<file path="config.mk">
export PLATFORM = sky130hd
export DESIGN_NAME = coeff_bank
export DESIGN_NICKNAME = d
export VERILOG_FILES = /design/src/rtl/coeff_bank.sv
export SDC_FILE = /design/constraint.sdc
export NUM_CORES = 1
export LEC_CHECK = 0
export ABC_CLOCK_PERIOD_IN_PS = 2600
export CAP_MARGIN = 20
export CORE_UTILIZATION = 57
export DETAILED_ROUTE_END_ITERATION = 6
export DONT_BUFFER_PORTS = 1
export PLACE_DENSITY = 0.74
export SETUP_SLACK_MARGIN = 0.2
export SYNTH_ARGS = -nofsm -noshare
export SYNTH_HDL_FRONTEND = slang
export SYNTH_SLANG_ARGS = --single-unit
export TNS_END_PERCENT = 50
</file>
<file path="constraint.sdc">
create_clock -name clk -period 2.6 [get_ports clk]
set_input_delay 0.52 -clock clk [delete_from_list [all_inputs] [get_ports clk]]
set_output_delay 0.52 -clock clk [all_outputs]
set_load 0.005 [all_outputs]
</file>
<file path="src/rtl/coeff_bank.sv">
// Coefficient register bank streamed to a MAC over a valid/ready handshake.
// Optional shadow bank with commit is enabled by defining COEFF_BANK_SHADOW_EN.
module coeff_bank #(
    parameter int unsigned COEFF_W   = 32,
    parameter int unsigned NUM_COEFF = 11,
    parameter int unsigned IDX_W     = 4
) (
    input  logic               clk,
    input  logic               rst,
    input  logic               wr_en,
    input  logic [IDX_W-1:0]   wr_idx,
    input  logic [COEFF_W-1:0] wr_data,
    input  logic               start,
`ifdef COEFF_BANK_SHADOW_EN
    input  logic               commit,
`endif
    input  logic               coeff_ready,
    output logic [COEFF_W-1:0] coeff_o,
    output logic [IDX_W-1:0]   coeff_idx,
    output logic               coeff_valid,
    output logic               coeff_last,
    output logic               busy,
    output logic               wr_err
);

    typedef enum logic {
        IDLE,
        RUN
    } state_t;

    localparam logic [IDX_W-1:0] LAST_IDX = IDX_W'(NUM_COEFF - 1);

    state_t             state;
    state_t             state_nxt;
    logic               load;
    logic [IDX_W-1:0]   rd_idx;
    logic [COEFF_W-1:0] rd_data;
    logic               wr_ok;
    logic [COEFF_W-1:0] bank [NUM_COEFF];

`ifdef COEFF_BANK_SHADOW_EN
    logic [COEFF_W-1:0] shadow [NUM_COEFF];
    logic               commit_pend;
    logic               apply;

    assign apply = (commit || commit_pend) && (state == IDLE) && !start;
`endif

    assign wr_ok       = wr_en && (wr_idx <= LAST_IDX);
    assign coeff_valid = (state == RUN);
    assign busy        = (state == RUN);
    assign coeff_last  = coeff_valid && (coeff_idx == LAST_IDX);

    always_comb begin
        state_nxt = state;
        load      = 1'b0;
        rd_idx    = '0;
        case (state)
            IDLE: begin
                if (start) begin
                    state_nxt = RUN;
                    load      = 1'b1;
                end
            end
            RUN: begin
                if (coeff_ready) begin
                    if (coeff_idx == LAST_IDX) begin
                        state_nxt = IDLE;
                    end else begin
                        load   = 1'b1;
                        rd_idx = coeff_idx + 1'b1;
                    end
                end
            end
            default: state_nxt = IDLE;
        endcase
    end

    // Read mux only ever selects a populated entry, so no out-of-range access exists.
    always_comb begin
        rd_data = '0;
        for (int unsigned i = 0; i < NUM_COEFF; i++) begin
            if (rd_idx == IDX_W'(i)) begin
                rd_data = bank[i];
            end
        end
    end

    always_ff @(posedge clk) begin
        if (rst) begin
            state     <= IDLE;
            coeff_o   <= '0;
            coeff_idx <= '0;
            wr_err    <= 1'b0;
            for (int unsigned i = 0; i < NUM_COEFF; i++) begin
                bank[i] <= '0;
            end
`ifdef COEFF_BANK_SHADOW_EN
            for (int unsigned i = 0; i < NUM_COEFF; i++) begin
                shadow[i] <= '0;
            end
            commit_pend <= 1'b0;
`endif
        end else begin
            state  <= state_nxt;
            wr_err <= wr_en && !wr_ok;
            if (load) begin
                coeff_o   <= rd_data;
                coeff_idx <= rd_idx;
            end
`ifdef COEFF_BANK_SHADOW_EN
            commit_pend <= (commit || commit_pend) && !apply;
            for (int unsigned i = 0; i < NUM_COEFF; i++) begin
                if (wr_ok && (wr_idx == IDX_W'(i))) begin
                    shadow[i] <= wr_data;
                end
                if (apply) begin
                    bank[i] <= shadow[i];
                end
            end
`else
            // A write racing the read of the same entry: rd_data already holds the old value.
            for (int unsigned i = 0; i < NUM_COEFF; i++) begin
                if (wr_ok && (wr_idx == IDX_W'(i))) begin
                    bank[i] <= wr_data;
                end
            end
`endif
        end
    end

endmodule

</file>
Word-level counts from Yosys, hierarchy flattened
Memories as Yosys holds them, arrays and structs flattened.
Cells that the tools add are included.
Storage, ports and cells
  output and inout bits: 40
  memories: 1
  bits in writable memories: 352
  flip-flop bits (word level): 38
  logic and storage cells: 123
Memory list
  bank: depth 11, bits a word 32, read ports 11, clocked after memory_dff 0, wr ports 11, RTL line 39  | logic [COEFF_W-1:0] bank [NUM_COEFF];
Cells by class
  add/sub/neg operators: 1
  $lt $le $gt $ge: 1
  bitwise operators: 12
  eq/ne operators: 21
  muxes and demuxes: 66
  reductions and logical operators: 17
Operators with widths (count)
  two-way mux 32 bit: 22
  two-way mux 1 bit: 39
  == test 4 x 3 -> 1 bit, second input constant: 8
  == test 4 bit, second input constant: 7
  == test 4 x 2 -> 1 bit, second input constant: 4
  logical AND 1 bit: 14
  two-way mux 4 bit: 3
  OR 1 bit: 11
  == test 4 x 1 -> 1 bit, second input constant: 2
  logical NOT 4 bit: 2
  adder 4 x 1 -> 4 bit, second input constant: 1
  less-or-equal comparator 4 bit, second input constant: 1
  case mux 1 bit (2 select lines): 2
  logical NOT 1 bit: 1
  NOT 1 bit: 1

Depth between registers and ports, before layout
Gate-level depths: netlist of the first run.
  depth after elaboration: 16
  depth in mapped cells: 12
  mapped depth without buffers: 8

Worst setup path after synthesis of the first run
No wires, ideal clock.
  path kind: flip-flop to flip-flop
  start: register coeff_idx[0]
  end: register coeff_o[20]
  slack: -0.112 ns
  setup time: 0.119 ns
  cell stages (with the launch flop): 11
  required time: 2.481 ns
  arrival: 2.593 ns
  cells stage by stage: dfxtp_1 -> buf_4 -> inv_1 -> ha_1 -> buf_2 -> buf_2 -> clkbuf_1 -> mux2_2 -> a221oi_1 -> a22oi_1 -> o221a_2
Between the ends
  word-level cells in the longest chain between the ends: 16
RTL lines
  start, declared: RTL line 19  | output logic [IDX_W-1:0] coeff_idx,
  start signal, assigned: RTL line 109  | coeff_idx <= rd_idx;
  adder 4 x 1 -> 4 bit / == test 4 bit (equally long branches): RTL line 71, 67
  two-way mux 4 bit: RTL line 67  | if (coeff_idx == LAST_IDX) begin
  two-way mux 4 bit: RTL line 66  | if (coeff_ready) begin
  two-way mux 4 bit: RTL line 58  | case (state)
  logical NOT 4 bit: RTL line 83  | if (rd_idx == IDX_W'(i)) begin
  two-way mux 32 bit (11 in series): RTL line 83
  end signal, assigned: RTL line 108  | coeff_o <= rd_data;
  end, declared: RTL line 18  | output logic [COEFF_W-1:0] coeff_o,
Parallel ways exist; a longest one is shown, timed or not.
A chain may end at the register's enable or synchronous reset.

Worst setup path after layout of the first run
  start: register coeff_idx[0]
  end: register coeff_o[0]
Same word-level chain as after synthesis.

==> flow_summary.json, run 1 <==
{
  "status": "finished, final reports clean",
  "vias": 12500,
  "max-vdd-ir-drop_v": 0.000399,
  "setup_viol": 0,
  "final.setup_skew_ps": 13.6,
  "criticalPathCategory": "reg -> reg",
  "viasPerCell": 6.63,
  "synth_edf_count": 352,
  "clk_latency_ps": 530,
  "post-route-util_pct": 67.5,
  "async_reset_ff_share_pct": 0,
  "critPathRequiredTime_ps": 3010,
  "antenna_left": 0,
  "cp_slowest_cell": "or3_1",
  "grt_max_degree": 91,
  "hold_viol_final": 0,
  "grt_usage_pct": 32.3,
  "drc": 0,
  "core_area_um2": 29800,
  "die_area_um2": 31200,
  "cts_buffers": 39,
  "initialDrtViolationCount": 1851,
  "grt_pass1_vias": 12100,
  "avgSynthCellArea_um2": 12.2,
  "fmax_mhz": 396,
  "htreeDepth": 2,
  "num-fill-cells": 2015,
  "cp_common_cell": "or3_1",
  "place.gp.congestion": 0.928,
  "clockBufferDepth": 3,
  "synth-seq-area-share_pct": 65.2,
  "dieWidth_um": 177,
  "wirelength_mm": 51.3,
  "cts_tree": "done",
  "initial_core_util_pct": 58.4,
  "ctsHoldBuffers": 0,
  "clockRootBuffer": "clkbuf_16",
  "critPathLaunchType": "flip-flop",
  "fin_area_um2": 20100,
  "layout-drive-gt1-share_pct": 21.8,
  "stdcell_count": 1892,
  "critical_path_arrival_ps": 2940,
  "max_cap_violations": 0,
  "end_kind": "flip-flop",
  "mostFrequentLayoutCells": "385 x nor2_1, 352 x edfxtp_1, 96 x buf_4",
  "p_leak_nw": 6.99,
  "hold_path.class": "in -> reg",
  "hpwl_mm": 30.9,
  "fin_tns_setup_ps": 0,
  "critPathMaxFanout": 6,
  "synth_flop_cell": "edfxtp_1",
  "syn_to_final_growth_pct": 15.6,
  "crit_chain": "buf_8, inv_6, ha_4, buf_6, nand2b_2, nor4_4, a21o_4, or3_1, a221oi_1, or3_1",
  "multiInputGateArea_um2": 5660,
  "cts.sinks": 390,
  "setup_ws_ps": 74.6,
  "finalCritPeriodShare_pct": 97.1,
  "io_pins": 81,
  "dp_slack_ps": -96.5,
  "path_clk_slew_ps": 60,
  "antenna_found_initial": 2,
  "synth_nets": 1471,
  "netlist_instances": 1428,
  "firstDrtPassIters": 5,
  "rows": 63,
  "timing.hold.ws_ps": 55.3,
  "ys_ff_latch": 390,
  "postPlaceCellArea_um2": 18300,
  "final_nets": 1513,
  "synth_cell_types": 83,
  "worst_pin_slew_ps": 924,
  "fin_crit_ps": 2530,
  "wl_per_cell_um": 27.1,
  "overflow": 0,
  "ys_warn_count": 0,
  "rsz0062_at_grt": "true",
  "drv_slew": 0,
  "dp_cells": 1789,
  "power.density_cell_area_nw_per_um2": 690,
  "layout.cells.most_common": "nor2_1",
  "grt_pass1_wl_mm": 74.1,
  "p_total_mw": 13.9,
  "synth_area_um2": 17400,
  "slowest_delay_ps": 360,
  "portBuffers": 0,
  "chipHeight_um": 177,
  "register_area_um2": 11300,
  "min_path_cells": 1,
  "slew_headroom_pct": 38.4,
  "reg2reg_depth": 10
}
[layer usage]
layer,vias to the layer above,part of all wire [%],global-route usage [%]
met5,-,0.018,0
met3,127,12,7.88
met2,896,48,50.8
met1,6169,37,43.5
li1,5351,-,-
met4,2,3.1,12.1
[path summary, 6_finish.rpt]
kind / from / to / slack [ps]
worst max-delay path: coeff_idx[0] / coeff_o[0] / 70
worst min register to register: bank[10][13] / coeff_o[13] / 520
worst min-delay path: rst / coeff_idx[0] / 60
worst max register to register: coeff_idx[0] / coeff_o[0] / 70
[cell usage after synthesis (5+ instances only)]
cell	number	area share, %
a211oi_1	12	0.52
a21oi_1	12	0.35
a221o_1	7	0.40
a221oi_1	40	2.0
a22oi_1	67	2.9
and3b_1	5	0.25
buf_2	26	0.75
buf_4	8	0.35
buf_6	5	0.32
clkbuf_1	86	1.9
dfxtp_1	38	4.4
edfxtp_1	352	61
inv_1	38	0.82
mux2_2	35	2.3
mux2i_1	20	1.2
nand2_1	35	0.76
nand2b_1	44	1.6
nand3_1	9	0.26
nor2_1	385	8.3
nor3_1	7	0.20
o211ai_1	19	0.82
o21ai_0	41	1.2
o221a_2	15	0.97
o32ai_1	8	0.40
or3_1	8	0.29
[registers in the layout, summed over array words and instances, names as in the netlist]
| signal | flops |
|---|---|
| bank | 352 |
| busy | 1 |
| coeff_idx | 4 |
| coeff_o | 32 |
| wr_err | 1 |
[area by class of cell]
class                           count  share of cell area, %
Inverter                           39                  0.753
Tap cell                          390                   2.43
Timing Repair Buffer              124                   6.24
Clock inverter                     19                  0.660
Sequential cell                   390                   56.4
Antenna cell                        2                 0.0249
Multi-Input combinational cell    876                   28.2
Clock buffer                       52                   5.36
[cell families after synthesis]
kind of cell / count (synthesis) / share of synthesized area (%)
buffers and inverters: 164 / 4.12
AND/OR/NAND/NOR: 538 / 14.1
flip-flops: 390 / 65.2
multiplexers: 55 / 3.42
XOR/XNOR: 2 / 0.209
adder cells (fa/ha/maj): 2 / 0.144
AO/OA/AOI/OAI: 277 / 12.9
[critical path, delay by kind of cell (launching register included)]
family,cells,cell delay (ps)
adders and majority gates,1,260
AOI/OAI and AO/OA,2,280
buffers and inverters,3,290
and+or+nand+nor,4,1210
DFF,1,350
[repair_timing]
item | in CTS | in global routing
pin swaps | 7 | 22
hold endpoints to repair | 0 | 0
resized for setup | 8 | 56
buffers inserted | 10 | 16
cloned | 0 | 4
endpoints found under the setup margin | 32 | 32
[power by group]
group          internal [mW]  switching, mW
Sequential              7.23          0.166
Combinational          0.401          0.703
Clock                   3.03           2.34
(Power assumes the default switching activity.)
==> inputs of run 2 (changes only) <==
- ABC_AREA: unset -> 1
- PLACE_DENSITY: 0.74 -> 0.77
==> run 2 against run 1 <==
Design area is 5.6% lower. Flip-flop and latch count unchanged. Critical path depth up 6. Synthesized area shrank 3.4%. Worst setup slack improved by 160 ps. Count of clock-buffer cells in the layout rose by 4. Routed wire length fell by 8.9%. First-iteration DRC count is 18% lower. Power down 0.27%. Clock power rose by 5.0%. Cell count rose by 13%. Combinational power is 26% lower.
==> flow_summary.json, run 2 <==
{
  "max-vdd-ir-drop_v": 0.000429,
  "synth_cell_types": 27,
  "netlist_instances": 1701,
  "mostFrequentLayoutCells": "447 x nor2_1, 359 x nand2_1, 352 x edfxtp_1",
  "p_total_mw": 13.8,
  "largest_register_ffs": 352,
  "num-fill-cells": 2121,
  "htreeDepth": 2,
  "clk_latency_ps": 530,
  "finalCritPeriodShare_pct": 91.0,
  "max_cap_violations": 0,
  "antenna_found_initial": 0,
  "grt_pass1_vias": 12400,
  "layout-drive-gt1-share_pct": 9.45,
  "cts_buffers": 40,
  "critPathMaxFanout": 22,
  "io_pins": 81,
  "drc": 0,
  "wl_per_cell_um": 21.8,
  "cts.sinks": 390,
  "hold_path.class": "in -> reg",
  "antenna_left": 0,
  "syn_to_final_growth_pct": 13.1,
  "criticalPathCategory": "reg -> reg",
  "initialDrtViolationCount": 1517,
  "final_nets": 1771,
  "overflow": 0,
  "synth_edf_count": 352,
  "rsz0062_at_grt": "true",
  "path_clk_slew_ps": 60,
  "synth_top_area_share_pct": 63.0,
  "setup_viol": 0,
  "grt_max_degree": 41,
  "avgSynthCellArea_um2": 9.87,
  "viasPerCell": 5.86,
  "power.density_cell_area_nw_per_um2": 729,
  "stdcell_count": 2141,
  "grt_usage_pct": 30.9,
  "fin_area_um2": 19000,
  "critPathRequiredTime_ps": 3080,
  "dp_slack_ps": 168,
  "async_reset_ff_share_pct": 0,
  "place.gp.congestion": 0.883,
  "drv_slew": 0,
  "regMostFlops": "bank",
  "ys_ff_latch": 390,
  "final.setup_skew_ps": 10.8,
  "fin_crit_ps": 2370,
  "clockBufferDepth": 3,
  "reg2reg_depth": 16,
  "vias": 12600,
  "ctsHoldBuffers": 0,
  "rows": 62,
  "diodes": 0,
  "chipHeight_um": 174,
  "top_regs": "bank (352), coeff_o (32), coeff_idx (4)",
  "layout.cells.most_common": "nor2_1",
  "hpwl_mm": 27.2,
  "synth-seq-area-share_pct": 67.5,
  "cts_tree": "done",
  "synth_nets": 1744,
  "core_area_um2": 28900,
  "fmax_mhz": 423,
  "postPlaceCellArea_um2": 17500,
  "ys_warn_count": 0,
  "die_area_um2": 30100,
  "critical_path_arrival_ps": 2840,
  "dp_cells": 2061,
  "synth_area_um2": 16800,
  "synthTopCellsByArea": "edfxtp_1 63%, nor2_1 10%, nand2_1 8.1%",
  "setup_ws_ps": 234,
  "firstDrtPassIters": 5,
  "clockRootBuffer": "clkbuf_16",
  "initial_core_util_pct": 58.2,
  "slew_headroom_pct": 63.6,
  "end_kind": "flip-flop",
  "worst_pin_slew_ps": 546,
  "synth_top_cells_by_count": "454 x nor2_1, 363 x nand2_1, 352 x edfxtp_1",
  "post-route-util_pct": 65.8,
  "portBuffers": 0,
  "yosysMostFrequentCell": "nor2_1",
  "dieWidth_um": 174,
  "synth.largest_area_cell": "edfxtp_1",
  "status": "finished, final reports clean",
  "synth_flop_cell": "edfxtp_1",
  "p_leak_nw": 7.44,
  "wirelength_mm": 46.7,
  "min_path_cells": 1,
  "hold_viol_final": 0,
  "grt_pass1_wl_mm": 69.7,
  "critPathLaunchType": "flip-flop"
}
==> run 2: cell types whose count changed after synthesis, moves of 20 or more <==
cell	delta
nand4_1	+64
nand2b_1	-44
inv_1	+140
mux2_2	-35
a22oi_1	-67
nor2_1	+69
mux2i_1	-20
a21oi_1	+42
a221oi_1	-40
nand3_1	+21
clkbuf_1	-42
nand2_1	+328
==> run 2: area by class of cell <==
cell class / count / area [um^2] / area share, %
inverter: 189 / 714 / 3.76
clock buffer: 56 / 1130 / 5.96
multi-input combinational: 1042 / 4480 / 23.6
clock inverter: 15 / 145 / 0.764
sequential: 390 / 11300 / 59.7
timing repair buffer: 65 / 697 / 3.67
tap: 384 / 480 / 2.53
==> run 2: report_power, final <==
part | total (mW) | switching, mW | internal, mW
combinational | 0.819 | 0.609 | 0.210
clock | 5.64 | 2.31 | 3.33
sequential | 7.38 | 0.151 | 7.23
==> run 2: what timing repair did <==
action	in CTS	in global routing
hold endpoints to repair	0	0
gates resized for setup	3	35
endpoints found under the setup margin	9	32
pin swaps	0	14
buffers inserted	0	8
gates cloned	0	1
==> run 2: worst max-delay path: stages, from the launching register on <==
cell     delay [ps]
dfxtp_2         320
inv_2           130
ha_2            310
inv_1           110
nand3_2         140
nor2_4          160
inv_4           110
nor2_4          200
buf_12          200
nand2_1          80
nand3_1          90
nor2_1           50
nand4_1         150
nand2_1          80
nand4_1          80
nand2_1          50
inv_1            40
==> run 2: layer usage <==
metal  vias up  GRT usage (%)  routed length, um
met5         -              0                  0
met4         0           12.3               1920
met3       164           7.92               6120
met2       822           49.6              21400
met1      5991           40.6              17300
li1       5578              -                  -
==> run 2: final timing paths <==
path,slack (ps),to,start
max,230,coeff_o[17],coeff_idx[0]
min,50,coeff_idx[1],rst
max reg2reg,230,coeff_o[17],coeff_idx[0]
min reg2reg,520,coeff_idx[1],coeff_idx[1]
==> run 2: kinds of logic (layout without fill, tap and decap cells) <==
| kind of cell | Yosys count | count (layout) | share of synthesized area, % |
|---|---|---|---|
| adders and majority gates | 2 | 2 | 0.149 |
| and+or+nand+nor | 950 | 950 | 23.3 |
| buffers and inverters | 269 | 325 | 6.38 |
| DFF | 390 | 390 | 67.5 |
| AOI/OAI and AO/OA | 90 | 90 | 2.72 |
==> run 2: per-stage QoR <==
stage / TNS (ps) / hold slack, ps
floorplan: -33.1 / 512
global placement: 0 / 525
detailed placement: 0 / 535
CTS: 0 / 52.7
global route: 0 / 49.0
finish: 0 / 54.9
